==> config.mk <==
export PLATFORM = sky130hd
export DESIGN_NAME = partition_error_sweeper
export DESIGN_NICKNAME = d
export VERILOG_FILES = /design/src/rtl/partition_error_sweeper.sv
export SDC_FILE = /design/constraint.sdc
export NUM_CORES = 1
export LEC_CHECK = 0
export ABC_CLOCK_PERIOD_IN_PS = 4400
export BUFFER_PORTS_ARGS = -buffer_cell sky130_fd_sc_hd__clkbuf_2
export CAP_MARGIN = 20
export CORE_MARGIN = 2
export CORE_UTILIZATION = 55
export DETAILED_ROUTE_END_ITERATION = 16
export PLACE_DENSITY = 0.8
export SLEW_MARGIN = 5
export SYNTH_ARGS = -nofsm -noshare
export SYNTH_HDL_FRONTEND = slang
export SYNTH_SLANG_ARGS = --single-unit
==> constraint.sdc <==
create_clock -name clk -period 4.4 [get_ports clk]
set_clock_uncertainty 0.1 [all_clocks]
set_input_delay 1.1 -clock clk [delete_from_list [all_inputs] [get_ports clk]]
set_output_delay 1.1 -clock clk [all_outputs]
set_load 0.02 [all_outputs]
==> src/rtl/partition_error_sweeper.sv <==
// Exhaustive sweep engine that drives every input vector into an exact and an
// approximate copy of one logic partition and accumulates error metrics
// (mismatch count, Hamming sum, maximum absolute error, first failing vector).
module partition_error_sweeper #(
  parameter int IN_W    = 8,
  parameter int OUT_W   = 6,
  parameter int DUT_LAT = 0,
  parameter int HAM_W   = IN_W + $clog2(OUT_W + 1)
) (
  input  logic              clk,
  input  logic              rst_n,
  input  logic              start,
  input  logic              abort,
  input  logic [OUT_W-1:0]  po_mask,
  output logic [IN_W-1:0]   pi,
  input  logic [OUT_W-1:0]  po_exact,
  input  logic [OUT_W-1:0]  po_approx,
  output logic              busy,
  output logic              done,
  output logic              aborted,
  output logic [IN_W:0]     err_count,
  output logic [HAM_W-1:0]  ham_sum,
  output logic [OUT_W-1:0]  max_abs_err,
  output logic [IN_W-1:0]   first_fail_vec,
  output logic              first_fail_valid
);

  localparam int EC_W  = IN_W + 1;
  localparam int PC_W  = $clog2(OUT_W + 1);
  localparam int LAT_W = (DUT_LAT > 1) ? $clog2(DUT_LAT) : 1;
  localparam logic [IN_W-1:0]  PI_MAX     = {IN_W{1'b1}};
  localparam logic [IN_W-1:0]  PI_ONE     = IN_W'(32'd1);
  localparam logic [EC_W-1:0]  EC_ONE     = EC_W'(32'd1);
  localparam logic [LAT_W-1:0] LAT_ONE    = LAT_W'(32'd1);
  localparam logic [LAT_W-1:0] DRAIN_LAST = LAT_W'((DUT_LAT > 0) ? (DUT_LAT - 1) : 0);

  typedef enum logic [1:0] {
    IDLE  = 2'd0,
    SWEEP = 2'd1,
    DRAIN = 2'd2,
    DONE  = 2'd3
  } state_t;

  // Number of set bits in a masked difference word.
  function automatic logic [PC_W-1:0] popcount(input logic [OUT_W-1:0] v);
    logic [PC_W-1:0] c;
    c = '0;
    for (int i = 0; i < OUT_W; i++) begin
      c = c + PC_W'(v[i]);
    end
    return c;
  endfunction

  // Unsigned absolute difference of two output words.
  function automatic logic [OUT_W-1:0] abs_diff(input logic [OUT_W-1:0] a,
                                                input logic [OUT_W-1:0] b);
    return (a >= b) ? (a - b) : (b - a);
  endfunction

  state_t              state_r, state_nx_s;
  logic [OUT_W-1:0]    mask_r;
  logic [IN_W-1:0]     pi_r;
  logic [LAT_W-1:0]    drain_cnt_r;
  logic                busy_r, done_r, aborted_r, ffv_valid_r;
  logic [EC_W-1:0]     err_count_r;
  logic [HAM_W-1:0]    ham_sum_r;
  logic [OUT_W-1:0]    max_abs_r;
  logic [IN_W-1:0]     ffv_r;

  logic                start_acc_s, busy_state_s, abort_s;
  logic                cmp_valid_s, cmp_fire_s;
  logic [IN_W-1:0]     cmp_idx_s;
  logic [OUT_W-1:0]    diff_s, abs_s;
  logic [PC_W-1:0]     ham_inc_s;

  assign busy_state_s = (state_r == SWEEP) || (state_r == DRAIN);
  assign start_acc_s  = (state_r == IDLE) && start;
  assign abort_s      = busy_state_s && abort;

  // Tag pipeline: a compare retires DUT_LAT cycles after its vector is issued.
  generate
    if (DUT_LAT == 0) begin : g_no_lat
      assign cmp_valid_s = (state_r == SWEEP);
      assign cmp_idx_s   = pi_r;
    end else begin : g_lat
      logic [DUT_LAT-1:0] vld_r;
      logic [IN_W-1:0]    idx_r [DUT_LAT];

      // Shift {valid, index} tags; an abort flushes every in-flight valid.
      always_ff @(posedge clk or negedge rst_n) begin
        if (!rst_n) begin
          vld_r <= '0;
          for (int i = 0; i < DUT_LAT; i++) idx_r[i] <= '0;
        end else if (abort_s) begin
          vld_r <= '0;
        end else begin
          vld_r[0] <= (state_r == SWEEP);
          idx_r[0] <= pi_r;
          for (int i = 1; i < DUT_LAT; i++) begin
            vld_r[i] <= vld_r[i-1];
            idx_r[i] <= idx_r[i-1];
          end
        end
      end

      assign cmp_valid_s = vld_r[DUT_LAT-1];
      assign cmp_idx_s   = idx_r[DUT_LAT-1];
    end
  endgenerate

  assign cmp_fire_s = cmp_valid_s && !abort_s;
  assign diff_s     = (po_exact ^ po_approx) & mask_r;
  assign ham_inc_s  = popcount(diff_s);
  assign abs_s      = abs_diff(po_exact & mask_r, po_approx & mask_r);

  // Next-state selection for the sweep sequencer.
  always_comb begin
    state_nx_s = state_r;
    case (state_r)
      IDLE: begin
        if (start) state_nx_s = SWEEP;
        else       state_nx_s = IDLE;
      end
      SWEEP: begin
        if (abort)                state_nx_s = IDLE;
        else if (pi_r == PI_MAX)  state_nx_s = (DUT_LAT > 0) ? DRAIN : DONE;
        else                      state_nx_s = SWEEP;
      end
      DRAIN: begin
        if (abort)                          state_nx_s = IDLE;
        else if (drain_cnt_r == DRAIN_LAST) state_nx_s = DONE;
        else                                state_nx_s = DRAIN;
      end
      DONE:    state_nx_s = IDLE;
      default: state_nx_s = IDLE;
    endcase
  end

  // State, stimulus counter, drain counter and registered status flags.
  always_ff @(posedge clk or negedge rst_n) begin
    if (!rst_n) begin
      state_r     <= IDLE;
      pi_r        <= '0;
      drain_cnt_r <= '0;
      mask_r      <= '0;
      busy_r      <= 1'b0;
      done_r      <= 1'b0;
      aborted_r   <= 1'b0;
    end else begin
      state_r <= state_nx_s;
      busy_r  <= (state_nx_s == SWEEP) || (state_nx_s == DRAIN);
      done_r  <= (state_nx_s == DONE);
      if (start_acc_s) begin
        pi_r      <= '0;
        mask_r    <= po_mask;
        aborted_r <= 1'b0;
      end else begin
        if ((state_r == SWEEP) && (pi_r != PI_MAX)) pi_r <= pi_r + PI_ONE;
        if (abort_s) aborted_r <= 1'b1;
      end
      if (state_r == DRAIN) drain_cnt_r <= drain_cnt_r + LAT_ONE;
      else                  drain_cnt_r <= '0;
    end
  end

  // Error metric accumulation on each retiring compare.
  always_ff @(posedge clk or negedge rst_n) begin
    if (!rst_n) begin
      err_count_r <= '0;
      ham_sum_r   <= '0;
      max_abs_r   <= '0;
      ffv_r       <= '0;
      ffv_valid_r <= 1'b0;
    end else if (start_acc_s) begin
      err_count_r <= '0;
      ham_sum_r   <= '0;
      max_abs_r   <= '0;
      ffv_r       <= '0;
      ffv_valid_r <= 1'b0;
    end else if (cmp_fire_s) begin
      ham_sum_r <= ham_sum_r + HAM_W'(ham_inc_s);
      if (abs_s > max_abs_r) max_abs_r <= abs_s;
      if (diff_s != '0) begin
        err_count_r <= err_count_r + EC_ONE;
        if (!ffv_valid_r) begin
          ffv_r       <= cmp_idx_s;
          ffv_valid_r <= 1'b1;
        end
      end
    end
  end

  assign pi               = pi_r;
  assign busy             = busy_r;
  assign done             = done_r;
  assign aborted          = aborted_r;
  assign err_count        = err_count_r;
  assign ham_sum          = ham_sum_r;
  assign max_abs_err      = max_abs_r;
  assign first_fail_vec   = ffv_r;
  assign first_fail_valid = ffv_valid_r;

endmodule
* Word-level counts from Yosys, hierarchy flattened
Cells that the tools add are included.
Operators by class: add/subtract/negate cells 11, $lt $le $gt $ge 2, eq/ne operators 9, muxes and demuxes 27, bitwise logic cells 4, reductions and logical operators 17
Operators with widths (count):
- $mux 8 | 6
- $mux 9 | 3
- $mux 6 | 4
- $mux 11 | 2
- $and 6x6->6 | 3
- $sub 6x6->6 | 2
- $add 11x3->11 | 1
- $reduce_bool 2->1 | 5
- $add 3x1->3 | 3
- $add 9x1->9 const B | 1
- $add 8x1->8 const B | 1
- $eq 2x2->1 const B | 4
- $eq 8x8->1 const B | 1
- $mux 1 | 8
- $ne 8x8->1 const B | 1
- $pmux 2 s4 | 1
- $ge 6x6->1 | 1
- $gt 6x6->1 | 1
- $mux 2 | 3
- $reduce_bool 6->1 | 1
- $xor 6x6->6 | 1
- $eq 2x1->1 const B | 2
- $logic_and 1x1->1 | 4
- $reduce_and 2->1 | 2
- 8 further kinds | 9
Storage, ports and cells: bits in registers 55, input port bits 22, output and inout port bits 46, logic and storage cells 82

* Depth between registers and ports, before layout
Gate-level depths: netlist of the first run.
depth in word-level cells 10, gate-level depth with buffers 17

* Worst setup path before layout of the first run
Ideal clock, no wire load.
path type input to register, start point in po_approx[0], end point reg max_abs_r[0] (netlist: max_abs_err[0]), setup time 0.132 ns, arrival 4.029 ns, required time 4.168 ns, setup slack 0.139 ns, stages on the path 16, path buffers 1, cell sequence nand2_1 -> inv_1 -> ha_1 -> fa_1 -> o21ai_1 -> o221a_2 -> buf_6 -> mux2i_1 -> xor2_1 -> inv_1 -> ha_1 -> and4_2 -> a221oi_2 -> a311oi_4 -> mux2i_1 -> nor2_1
On the way: word-level cells in the longest chain between the ends 6, elaborated cells on any way between the ends 11, those cells by class 2 x add/sub; 2 x order compare; 4 x mux; 1 x bitwise; 2 x reduce/logical
Ends and longest elaborated chain:
- from (decl) | RTL line 17 | input logic [OUT_W-1:0] po_approx,
- $and 6x6->6 (*) | RTL line 114 | assign abs_s = abs_diff(po_exact & mask_r, po_approx & mask_r);
- $sub 6x6->6 or $ge 6x6->1 (tied branches) | RTL line 57 | return (a >= b) ? (a - b) : (b - a);
- $mux 6 (*) | RTL line 57
- $gt 6x6->1 or $mux 6 (tied branches) | RTL line 182 | if (abs_s > max_abs_r) max_abs_r <= abs_s;
- $reduce_bool 2->1 (no source line) or $mux 6 (tied branches)
- $reduce_and 2->1 (no source line) or $mux 6 (tied branches)
- to (signal assigned) | RTL line 182
- to (decl) | RTL line 67 | logic [OUT_W-1:0] max_abs_r;
Mark *: on every way between the ends. The rest lies on a longest branch, timed or not. The select of a mux whose other input is x is not followed. A chain may end at the register's enable or synchronous reset.

* Worst setup path after layout of the first run
Ends and elaborated chain as after synthesis.

==> impl_metrics.yaml, run 1 <==
finish:
  final_layout_size_suffix_gt1_frac: 0.2535
  mostFrequentLayoutCell: "clkbuf_2"
  multi_input_area_um2: 1878
  fin_util: 0.6754
  antenna_cells: 0
  final-seq-area_um2: 1376
  stdcell_count: 501
  final_cell_mix: "clkbuf_2 (67), dfrtp_1 (55), nand2_1 (52)"
  fill_cells: 478
  layout.nets: 480
  syn_to_final_growth_pct: 18.37
worst_setup_path:
  path_buf_inv: 4
  end_kind: "flip-flop"
  cpMaxStageDelayCell: "fa_1"
  crit_path_cell_trace: "clkbuf_2 -> nand2_1 -> inv_1 -> ha_1 -> fa_1 -> o21ai_2 -> o221a_4 -> mux2i_1 -> xor2_1 -> inv_1 -> ha_1 -> and4_2 -> a221oi_4 -> a311oi_4 -> buf_4 -> mux2i_1 -> nor2_1"
  critPathMaxFanout: 5
  cpPeakStageDelay_ns: 0.43
  crit_type: "in -> reg"
  arrival_ns: 4.30
  start_kind: "primary input"
  worstPathRequired_ns: 4.50
  crit_family: "adder cells"
detailed_routing:
  drtAntennaViolNets: 0
  route.detailed.drc: 0
  routed_via_density: 5.479
  vias: 2745
  drtIter0Drc: 114
  drt-pass1-iter-count: 4
  totalWireLength_um: 7435
  wl_per_cell_um: 14.84
logic_synthesis:
  yosysSeqAreaShare: 0.4074
  synthCells: 346
  synth_area_um2: 3378
  syn-num-nets: 401
  synth_flop_cell: "dfrtp_1"
  async_flop_share: 1.000
  yosys_warnings: 0
  synth_edf_count: 0
  ys_ff_latch: 55
  ys_types: 44
  synth_area_per_cell_um2: 9.764
floorplan:
  die_y_um: 82.37
  core_region_area_um2: 5921
  die_x_um: 82.37
  die-area_um2: 6785
  row_count: 28
  ios: 68
  initial_core_util: 0.5706
power_and_ir_drop:
  ir_drop_v: 0.0002750
  power_density_nw_per_um2: 502.9
  power_leakage_nw: 2.070
timing:
  fin_crit_ns: 4.205
  slew_headroom: 0.5719
  worst_pin_slew_ns: 0.6422
  fin_crit_sh: 0.9557
  max_clock_freq_ghz: 0.2378
  maxSlewViolCount: 0
  setup_viol: 0
  fin_ws_ns: 0.1951
  hold_viol: 0
grt:
  grt_overflow_total: 0
  grt_pass1_wl_um: 11870
  gr-usage-all-layers: 0.2264
  antenna_found_initial: 0
  grt_max_degree: 41
  grt_pass1_vias: 2609
clocking:
  ctsHtreeMaxLevel: 2
  cts.sinks: 55
  root_buffer: "clkbuf_8"
  cts_made_buffers: 5
  cts_tree: "built"
  clk_pin_slew_ns: 0.10
  clk_path_buf_depth: 2
  insertion_delay_ns: 0.31
placement:
  io_buffer_count: 67
  placed_cells: 489
  gp_congestion: 0.8485
  place_ws_ns: -0.2273
  dpl.hpwl_um: 5458
status:
  status: "finished, final reports clean"
flow_run:
  drv_cap: 0
hold_path:
  holdCritPathClass: "reg -> reg"
## sequential cells by signal, summed over array words and instances (netlist names)
name	cells
aborted	1
busy	1
done	1
drain_cnt_r	1
err_count	9
first_fail_valid	1
first_fail_vec	8
ham_sum	11
mask_r	6
max_abs_err	6
pi	8
state_r	2
## metal layers
| layer | share of wire | vias up | wire (um) | track usage |
|---|---|---|---|---|
| li1 | - | 1329 | - | - |
| met1 | 0.44 | 1333 | 3308 | 0.3094 |
| met2 | 0.49 | 75 | 3648 | 0.3742 |
| met3 | 0.052 | 8 | 387 | 0.03804 |
| met4 | 0.012 | 0 | 90 | 0.05833 |
| met5 | 0 | - | 0 | 0 |
## synth_stat cells (4+ instances only)
master    instances  area (um2)
dfrtp_1          55        1376
nand2_1          52       195.2
ha_1             27       337.8
inv_1            25       93.84
nor2_1           20       75.07
a21oi_1          18       90.09
o21ai_0          17       85.08
xor2_1           16       140.1
and2_1           14       87.58
a22o_1            8       70.07
mux2i_1           8       80.08
nand2_2           7       43.79
and3_1            6       37.54
fa_1              6       120.1
nand3_1           6       30.03
xnor2_1           6       52.55
o21ai_1           5       25.02
clkbuf_1          4       15.01
or3_1             4       25.02
## where the power goes
part	switching [mW]	internal, mW
clock	0.180	0.173
sequential	0.0954	0.590
combinational	0.551	0.422
total	0.826	1.18
## layout make-up
cell class                 instances  share of cell area
tap                               75             0.02347
timing repair buffer              80              0.1114
inverter                          25             0.02347
sequential                        55              0.3442
multi-input combinational        258              0.4696
clock inverter                     2            0.009700
clock buffer                       6             0.01815
## worst reg2reg max path, delay by kind of cell, from the launching register on
kind | cells | cell delay, ns
buffers and inverters | 3 | 0.28
DFF | 1 | 0.44
xor gates and xnor gates | 1 | 0.22
AOI/OAI and AO/OA | 4 | 0.78
adders and majority gates | 3 | 0.96
and+or+nand+nor | 3 | 0.46
muxes | 2 | 0.42
## metrics by stage
step	hold WS, ns	setup TNS [ns]	instance area [um2]	power, mW
2_1_floorplan	0.2886	0	3378	1.340
3_3_place_gp	0.3067	-0.2885	3821	1.565
3_5_place_dp	0.3019	-1.003	3821	1.597
4_1_cts	0.3273	0	3933	1.949
5_1_grt	0.3538	-0.006804	3999	2.160
6_report	0.3304	0	3999	2.011
## what timing repair did
item	CTS	global route
hold buffers	0	0
buffers inserted	0	3
resized for setup	0	3
setup endpoints to repair	0	6
## kinds of logic (layout without fill, tap and decap cells)
kind of cell	Yosys count	after routing	share of synthesized area
AO/OA/AOI/OAI	72	72	0.1530
multiplexers	8	8	0.02370
buffers and inverters	33	113	0.04370
adder cells (fa/ha/maj)	33	33	0.1356
XOR/XNOR	22	22	0.05704
flip-flops	55	55	0.4074
AND/OR/NAND/NOR	123	123	0.1796
## worst paths after layout
| path | start | to | slack, ns | cells after the start |
|---|---|---|---|---|
| worst max-delay path | po_approx[0] | max_abs_err[0]$_DFFE_PN0P_ | 0.20 | 17 |
| worst min-delay path | drain_cnt_r$_DFF_PN0_ | drain_cnt_r$_DFF_PN0_ | 0.33 | 1 |
| worst max register to register | mask_r[0]$_DFFE_PN0P_ | max_abs_err[0]$_DFFE_PN0P_ | 0.61 | 16 |
| worst min register to register | drain_cnt_r$_DFF_PN0_ | drain_cnt_r$_DFF_PN0_ | 0.33 | 1 |
| max in group asynchronous | rst_n | aborted$_DFFE_PN0P_ | 2.92 | 3 |
| min in group asynchronous | rst_n | max_abs_err[3]$_DFFE_PN0P_ | 0.55 | 1 |
(Power assumes the default switching activity.)
==> run 2: changes to the inputs <==
--- a/config.mk
+++ b/config.mk
@@ -5,11 +5,12 @@
 export SDC_FILE = /design/constraint.sdc
 export NUM_CORES = 1
 export LEC_CHECK = 0
+export ABC_AREA = 1
 export ABC_CLOCK_PERIOD_IN_PS = 4400
 export BUFFER_PORTS_ARGS = -buffer_cell sky130_fd_sc_hd__clkbuf_2
 export CAP_MARGIN = 20
 export CORE_MARGIN = 2
-export CORE_UTILIZATION = 55
+export CORE_UTILIZATION = 56
 export DETAILED_ROUTE_END_ITERATION = 16
 export PLACE_DENSITY = 0.8
 export SLEW_MARGIN = 5
==> run 2 against run 1 <==
Against the previous run:
- global-route usage grew 0.52 points
- combinational power shrank 17%
- clock power shrank 20%
- total power shrank 13%
- the flow now finishes with violations (DRC)
==> impl_metrics.yaml, run 2 <==
status:
  status: "complete, but fails checks"
  violations: "DRC"
floorplan:
  core_region_area_um2: 6422
  die-area_um2: 7353
  ios: 68
  initial_core_util: 0.5827
  die_y_um: 85.75
  row_count: 29
  die_x_um: 85.75
logic_synthesis:
  ys_types: 37
  synth_area_per_cell_um2: 7.732
  ys_ff_latch: 55
  synth_most_common_cell: "nand2_1"
  yosysSeqAreaShare: 0.3678
  synth_flop_cell: "dfrtp_1"
  synth_top_area_share: 0.3678
  synthCells: 484
  synth_largest_area_cell: "dfrtp_1"
  syn-num-nets: 539
  yosys_warnings: 0
  async_flop_share: 1.000
  synth_edf_count: 0
  synth_area_leaders: "dfrtp_1 (37%), nand2_1 (15%), ha_1 (9.0%)"
  synth_area_um2: 3742
  yosys-top-cells-count: "nand2_1 (145), inv_1 (61), dfrtp_1 (55), nand3_1 (32)"
finish:
  fin_util: 0.6583
  syn_to_final_growth_pct: 12.97
  mostFrequentLayoutCell: "nand2_1"
  antenna_cells: 0
  largest_reg_flops: 11
  final_cell_mix: "nand2_1 (145), clkbuf_2 (67), inv_1 (61)"
  fill_cells: 551
  layout.nets: 606
  final_layout_size_suffix_gt1_frac: 0.2214
timing:
  timing.hold.ws_ns: 0.3251
  fin_ws_ns: 0.4189
  worst_pin_slew_ns: 0.8536
  tns_ns: 0
  grt_setup_unrepaired: "false"
  maxSlewViolCount: 0
  max_clock_freq_ghz: 0.2512
  setup_viol: 0
  fin_crit_sh: 0.9048
  slew_headroom: 0.4309
  hold_viol: 0
  fin_crit_ns: 3.981
clocking:
  cts_tree: "built"
  clk_pin_slew_ns: 0.09
  insertion_delay_ns: 0.31
  cts_resized: 0
  root_buffer: "clkbuf_8"
  cts_made_buffers: 5
  cts.sinks: 55
  ctsHoldBuffers: 0
  clk_path_buf_depth: 2
  postCtsSetupBuffers: 0
  ctsHtreeMaxLevel: 2
worst_setup_path:
  worstPathRequired_ns: 4.51
  end_kind: "flip-flop"
  cpMaxStageDelayCell: "fa_1"
  crit_type: "in -> reg"
  reg2reg_depth: 12
  critPathMaxFanout: 7
  cpPeakStageDelay_ns: 0.53
  critical_path.most_common_cell: "fa_1"
  arrival_ns: 4.09
  start_kind: "primary input"
  crit_path_cell_trace: "clkbuf_2 -> or2_1 -> nand3_2 -> inv_1 -> fa_1 -> fa_1 -> fa_1 -> fa_1 -> a21oi_1 -> nor2_4 -> nand2_1 -> o21ai_1 -> nand2_1 -> nor2_1"
power_and_ir_drop:
  ir_drop_v: 0.0001812
  power_density_nw_per_um2: 412.9
  power_leakage_nw: 2.372
placement:
  gp_congestion: 0.9381
  dpl.hpwl_um: 6166
  io_buffer_count: 67
  place_ws_ns: 0.1094
detailed_routing:
  wl_per_cell_um: 12.78
  route.detailed.drc: 3
  drtAntennaViolNets: 0
  vias: 3276
  drtIter0Drc: 165
  met1_length_um: 3630
  highest_layer: "met4"
  totalWireLength_um: 8028
  routed_via_density: 5.217
  drt-pass1-iter-count: 13
  route.met3.wl_um: 396
  wl_met2_um: 3928
grt:
  gr-usage-all-layers: 0.2316
  grt_overflow_total: 0
  grt_pass1_wl_um: 13860
  antenna_found_initial: 0
  grt_pass1_vias: 3111
  grt_max_degree: 36
hold_path:
  holdCritPathClass: "reg -> reg"
  whs_path_depth: 1
flow_run:
  drv_cap: 0
==> run 2: kinds of logic after synthesis <==
family,synth area share
buf+inv,0.08124
fa+ha+maj,0.1224
flops,0.3678
simple gates,0.3260
compound gates,0.07456
xor+xnor,0.02808
==> run 2: metal layers <==
metal	vias to the layer above	track usage
met5	-	0
met4	0	0.07071
met3	6	0.03754
met2	73	0.3935
met1	1529	0.3054
li1	1668	-
==> run 2: cell type report <==
type | count | area [um2] | area share
repair buffers | 69 | 350.3 | 0.08286
inverters | 68 | 255.2 | 0.06037
multi-input cells | 352 | 2062 | 0.4877
clock inverters | 1 | 5.005 | 0.001184
clock buffers | 6 | 82.58 | 0.01953
well taps | 77 | 96.34 | 0.02279
flip-flops and latches | 55 | 1376 | 0.3255
==> run 2: power by group <==
group	total, mW	internal, mW	switching, mW
clock	0.283	0.124	0.159
sequential	0.657	0.578	0.0793
combinational	0.806	0.288	0.519
total	1.75	0.989	0.757
==> run 2: critical path: cells and delay by family <==
family | cells | cell delay (ns)
AND/OR/NAND/NOR | 6 | 0.61
AO/OA/AOI/OAI | 2 | 0.32
adder cells (fa/ha/maj) | 4 | 1.91
buffers and inverters | 2 | 0.16
==> run 2: final timing paths <==
| path | from | endpoint | slack (ns) |
|---|---|---|---|
| worst max-delay path | po_exact[2] | ham_sum[8]$_DFFE_PN0P_ | 0.42 |
| worst min-delay path | drain_cnt_r$_DFF_PN0_ | drain_cnt_r$_DFF_PN0_ | 0.33 |
| worst max register to register | mask_r[0]$_DFFE_PN0P_ | ham_sum[8]$_DFFE_PN0P_ | 1.01 |
| worst min register to register | drain_cnt_r$_DFF_PN0_ | drain_cnt_r$_DFF_PN0_ | 0.33 |
| max in group asynchronous | rst_n | pi[2]$_DFFE_PN0P_ | 2.62 |
| min in group asynchronous | rst_n | max_abs_err[2]$_DFFE_PN0P_ | 0.78 |
==> run 2: stage by stage <==
step | instance area [um2] | total power, mW | cells
after CTS | 4228 | 1.755 | 628
after detailed placement | 4140 | 1.464 | 621
final | 4228 | 1.746 | 628
after global placement | 4140 | 1.438 | 621
after global routing | 4228 | 1.895 | 628
after floorplan | 3742 | 1.252 | 484
==> run 3: changes to the inputs <==
--- a/config.mk
+++ b/config.mk
@@ -10,9 +10,11 @@
 export BUFFER_PORTS_ARGS = -buffer_cell sky130_fd_sc_hd__clkbuf_2
 export CAP_MARGIN = 20
 export CORE_MARGIN = 2
-export CORE_UTILIZATION = 56
+export CORE_UTILIZATION = 58
+export CTS_BUF_LIST = sky130_fd_sc_hd__clkbuf_8
+export CTS_CLUSTER_DIAMETER = 200
 export DETAILED_ROUTE_END_ITERATION = 16
-export PLACE_DENSITY = 0.8
+export PLACE_DENSITY = 0.83
 export SLEW_MARGIN = 5
 export SYNTH_ARGS = -nofsm -noshare
 export SYNTH_HDL_FRONTEND = slang
==> run 3 against run 2 <==
Against the previous run:
- worst setup slack improved by 0.071 ns
- register-to-register slack improved by 0.06 ns
- cell count rose by 0.16%
- largest power group unchanged
- largest cell class unchanged
- via count rose by 0.76%
- global-route usage rose by 1.1 points
- die area fell by 3.3%
- first-iteration DRC count fell by 4.8%
- critical path depth did not move
- critical endpoint unchanged
- total power rose by 0.83%
- the run now ends clean
- sequential power barely moved
==> impl_metrics.yaml, run 3 (synthesis results as in run 2) <==
timing:
  fin_crit_ns: 3.911
  hold_viol: 0
  fin_crit_sh: 0.8888
  grt_setup_unrepaired: "false"
  worst_pin_slew_ns: 0.7739
  setup_viol: 0
  max_clock_freq_ghz: 0.2557
  tns_ns: 0
  timing.hold.ws_ns: 0.3376
  maxSlewViolCount: 0
  slew_headroom: 0.4841
worst_setup_path:
  worstPathRequired_ns: 4.51
  critical_path.most_common_cell: "fa_1"
  crit_path_cell_trace: "clkbuf_2 -> or2_1 -> nand3_2 -> inv_1 -> fa_1 -> fa_1 -> fa_1 -> fa_1 -> a21oi_1 -> nor2_4 -> nand2_1 -> o21ai_1 -> nand2_1 -> nor2_1"
  crit_family: "adder cells"
  critPathMaxFanout: 7
  end_kind: "flip-flop"
  start_kind: "primary input"
  path_buf_inv: 2
  crit_type: "in -> reg"
  cpPeakStageDelay_ns: 0.51
  arrival_ns: 4.02
  cpMaxStageDelayCell: "fa_1"
clocking:
  cts_made_buffers: 5
  insertion_delay_ns: 0.31
  ctsHoldBuffers: 0
  cts.sinks: 55
  clk_pin_slew_ns: 0.11
  clk_path_buf_depth: 2
  ctsHtreeMaxLevel: 2
  postCtsSetupBuffers: 0
  cts_tree: "built"
  cts_resized: 0
  root_buffer: "clkbuf_8"
finish:
  final_layout_size_suffix_gt1_frac: 0.2228
  final_cell_mix: "nand2_1 (145), clkbuf_2 (67), inv_1 (61)"
  syn_to_final_growth_pct: 13.21
  layout.nets: 606
  antenna_cells: 0
  fill_cells: 536
  stdcell_count: 629
  largest_reg_flops: 11
  mostFrequentLayoutCell: "nand2_1"
detailed_routing:
  routed_via_density: 5.248
  vias: 3301
  drtAntennaViolNets: 0
  route.detailed.drc: 0
  wl_per_cell_um: 12.75
  totalWireLength_um: 8022
  drt-pass1-iter-count: 4
  drtIter0Drc: 157
power_and_ir_drop:
  share_comb_of_total_power: 0.459
  power_density_nw_per_um2: 415.5
  pwr-share-clk: 0.170
  power.switching_mw: 0.7753
  pwr-share-seq: 0.372
  switching_share: 0.4404
  ir_drop_v: 0.0002905
  power_leakage_nw: 2.371
  power.internal_mw: 0.9851
floorplan:
  ios: 68
  die_x_um: 84.33
  initial_core_util: 0.5962
  row_count: 29
  core_region_area_um2: 6277
  die_y_um: 84.33
  die-area_um2: 7111
grt:
  grt_max_degree: 33
  grt_overflow_total: 0
  gr-usage-all-layers: 0.2431
  grt_pass1_vias: 3245
  antenna_found_initial: 0
  grt_pass1_wl_um: 14300
status:
  status: "finished, final reports clean"
placement:
  placed_cells: 621
  dpl.hpwl_um: 6390
  io_buffer_count: 67
  gp_congestion: 0.9164
flow_run:
  drv_cap: 0
hold_path:
  holdCritPathClass: "reg -> reg"
==> run 3: changes by cell type in the layout (fill, tap and decap cells not counted), sizes merged <==
| cell | before | now |
|---|---|---|
| clkbuf | 73 | 72 |
| clkinvlp | 0 | 1 |
| inv | 66 | 67 |
==> run 3: per-layer routing <==
layer,track usage,vias to the layer above,part of all wire
met5,0,-,0
met4,0.06452,0,0.013
met3,0.04130,11,0.045
met2,0.4293,74,0.51
met1,0.3093,1555,0.43
li1,-,1661,-
==> run 3: cell type report <==
type	count	area, um2	share of cell area
flip-flops and latches	55	1376	0.3249
inverters	68	255.2	0.06025
clock buffers	5	68.82	0.01624
clock inverters	3	27.53	0.006497
well taps	77	96.34	0.02274
multi-input cells	352	2062	0.4867
repair buffers	69	350.3	0.08269
==> run 3: path summary, 6_finish.rpt <==
path | start | end | slack, ns | cells past startpoint
hold reg to reg | drain_cnt_r$_DFF_PN0_ | drain_cnt_r$_DFF_PN0_ | 0.34 | 1
hold / removal | drain_cnt_r$_DFF_PN0_ | drain_cnt_r$_DFF_PN0_ | 0.34 | 1
setup reg to reg | mask_r[0]$_DFFE_PN0P_ | ham_sum[8]$_DFFE_PN0P_ | 1.07 | 12
max in group asynchronous | rst_n | first_fail_vec[4]$_DFFE_PN0P_ | 2.64 | 2
setup / recovery | po_exact[2] | ham_sum[8]$_DFFE_PN0P_ | 0.49 | 14
min in group asynchronous | rst_n | max_abs_err[3]$_DFFE_PN0P_ | 0.74 | 1
==> run 3: power by group through the flow <==
stage	Combinational (mW)	Clock [mW]	Sequential, mW
floorplan	0.527	0	0.724
global placement	0.773	0	0.661
detailed placement	0.810	0	0.664
CTS	0.813	0.308	0.654
global route	0.920	0.324	0.667
finish	0.807	0.299	0.655
==> run 3: per-stage QoR <==
| stage | util | cell area, um2 | setup WS [ns] | total power [mW] |
|---|---|---|---|---|
| 4_1_cts | 0.6749 | 4237 | 0.4688 | 1.775 |
| 5_1_grt | 0.6749 | 4237 | 0.3067 | 1.911 |
| 2_1_floorplan | - | 3742 | 0.3938 | 1.252 |
| 6_report | 0.6749 | 4237 | 0.4894 | 1.760 |
| 3_3_place_gp | 0.6596 | 4140 | 0.2086 | 1.434 |
| 3_5_place_dp | 0.6596 | 4140 | 0.1321 | 1.474 |
==> run 3: worst register-to-register path, cell delays in order (launching register included) <==
cell and delay [ns]:
dfrtp_1 0.45, nand3_1 0.14, inv_1 0.07, fa_1 0.48, fa_1 0.51, fa_1 0.48
fa_1 0.43, a21oi_1 0.24, nor2_4 0.09, nand2_1 0.08, o21ai_1 0.06, nand2_1 0.06
nor2_1 0.04
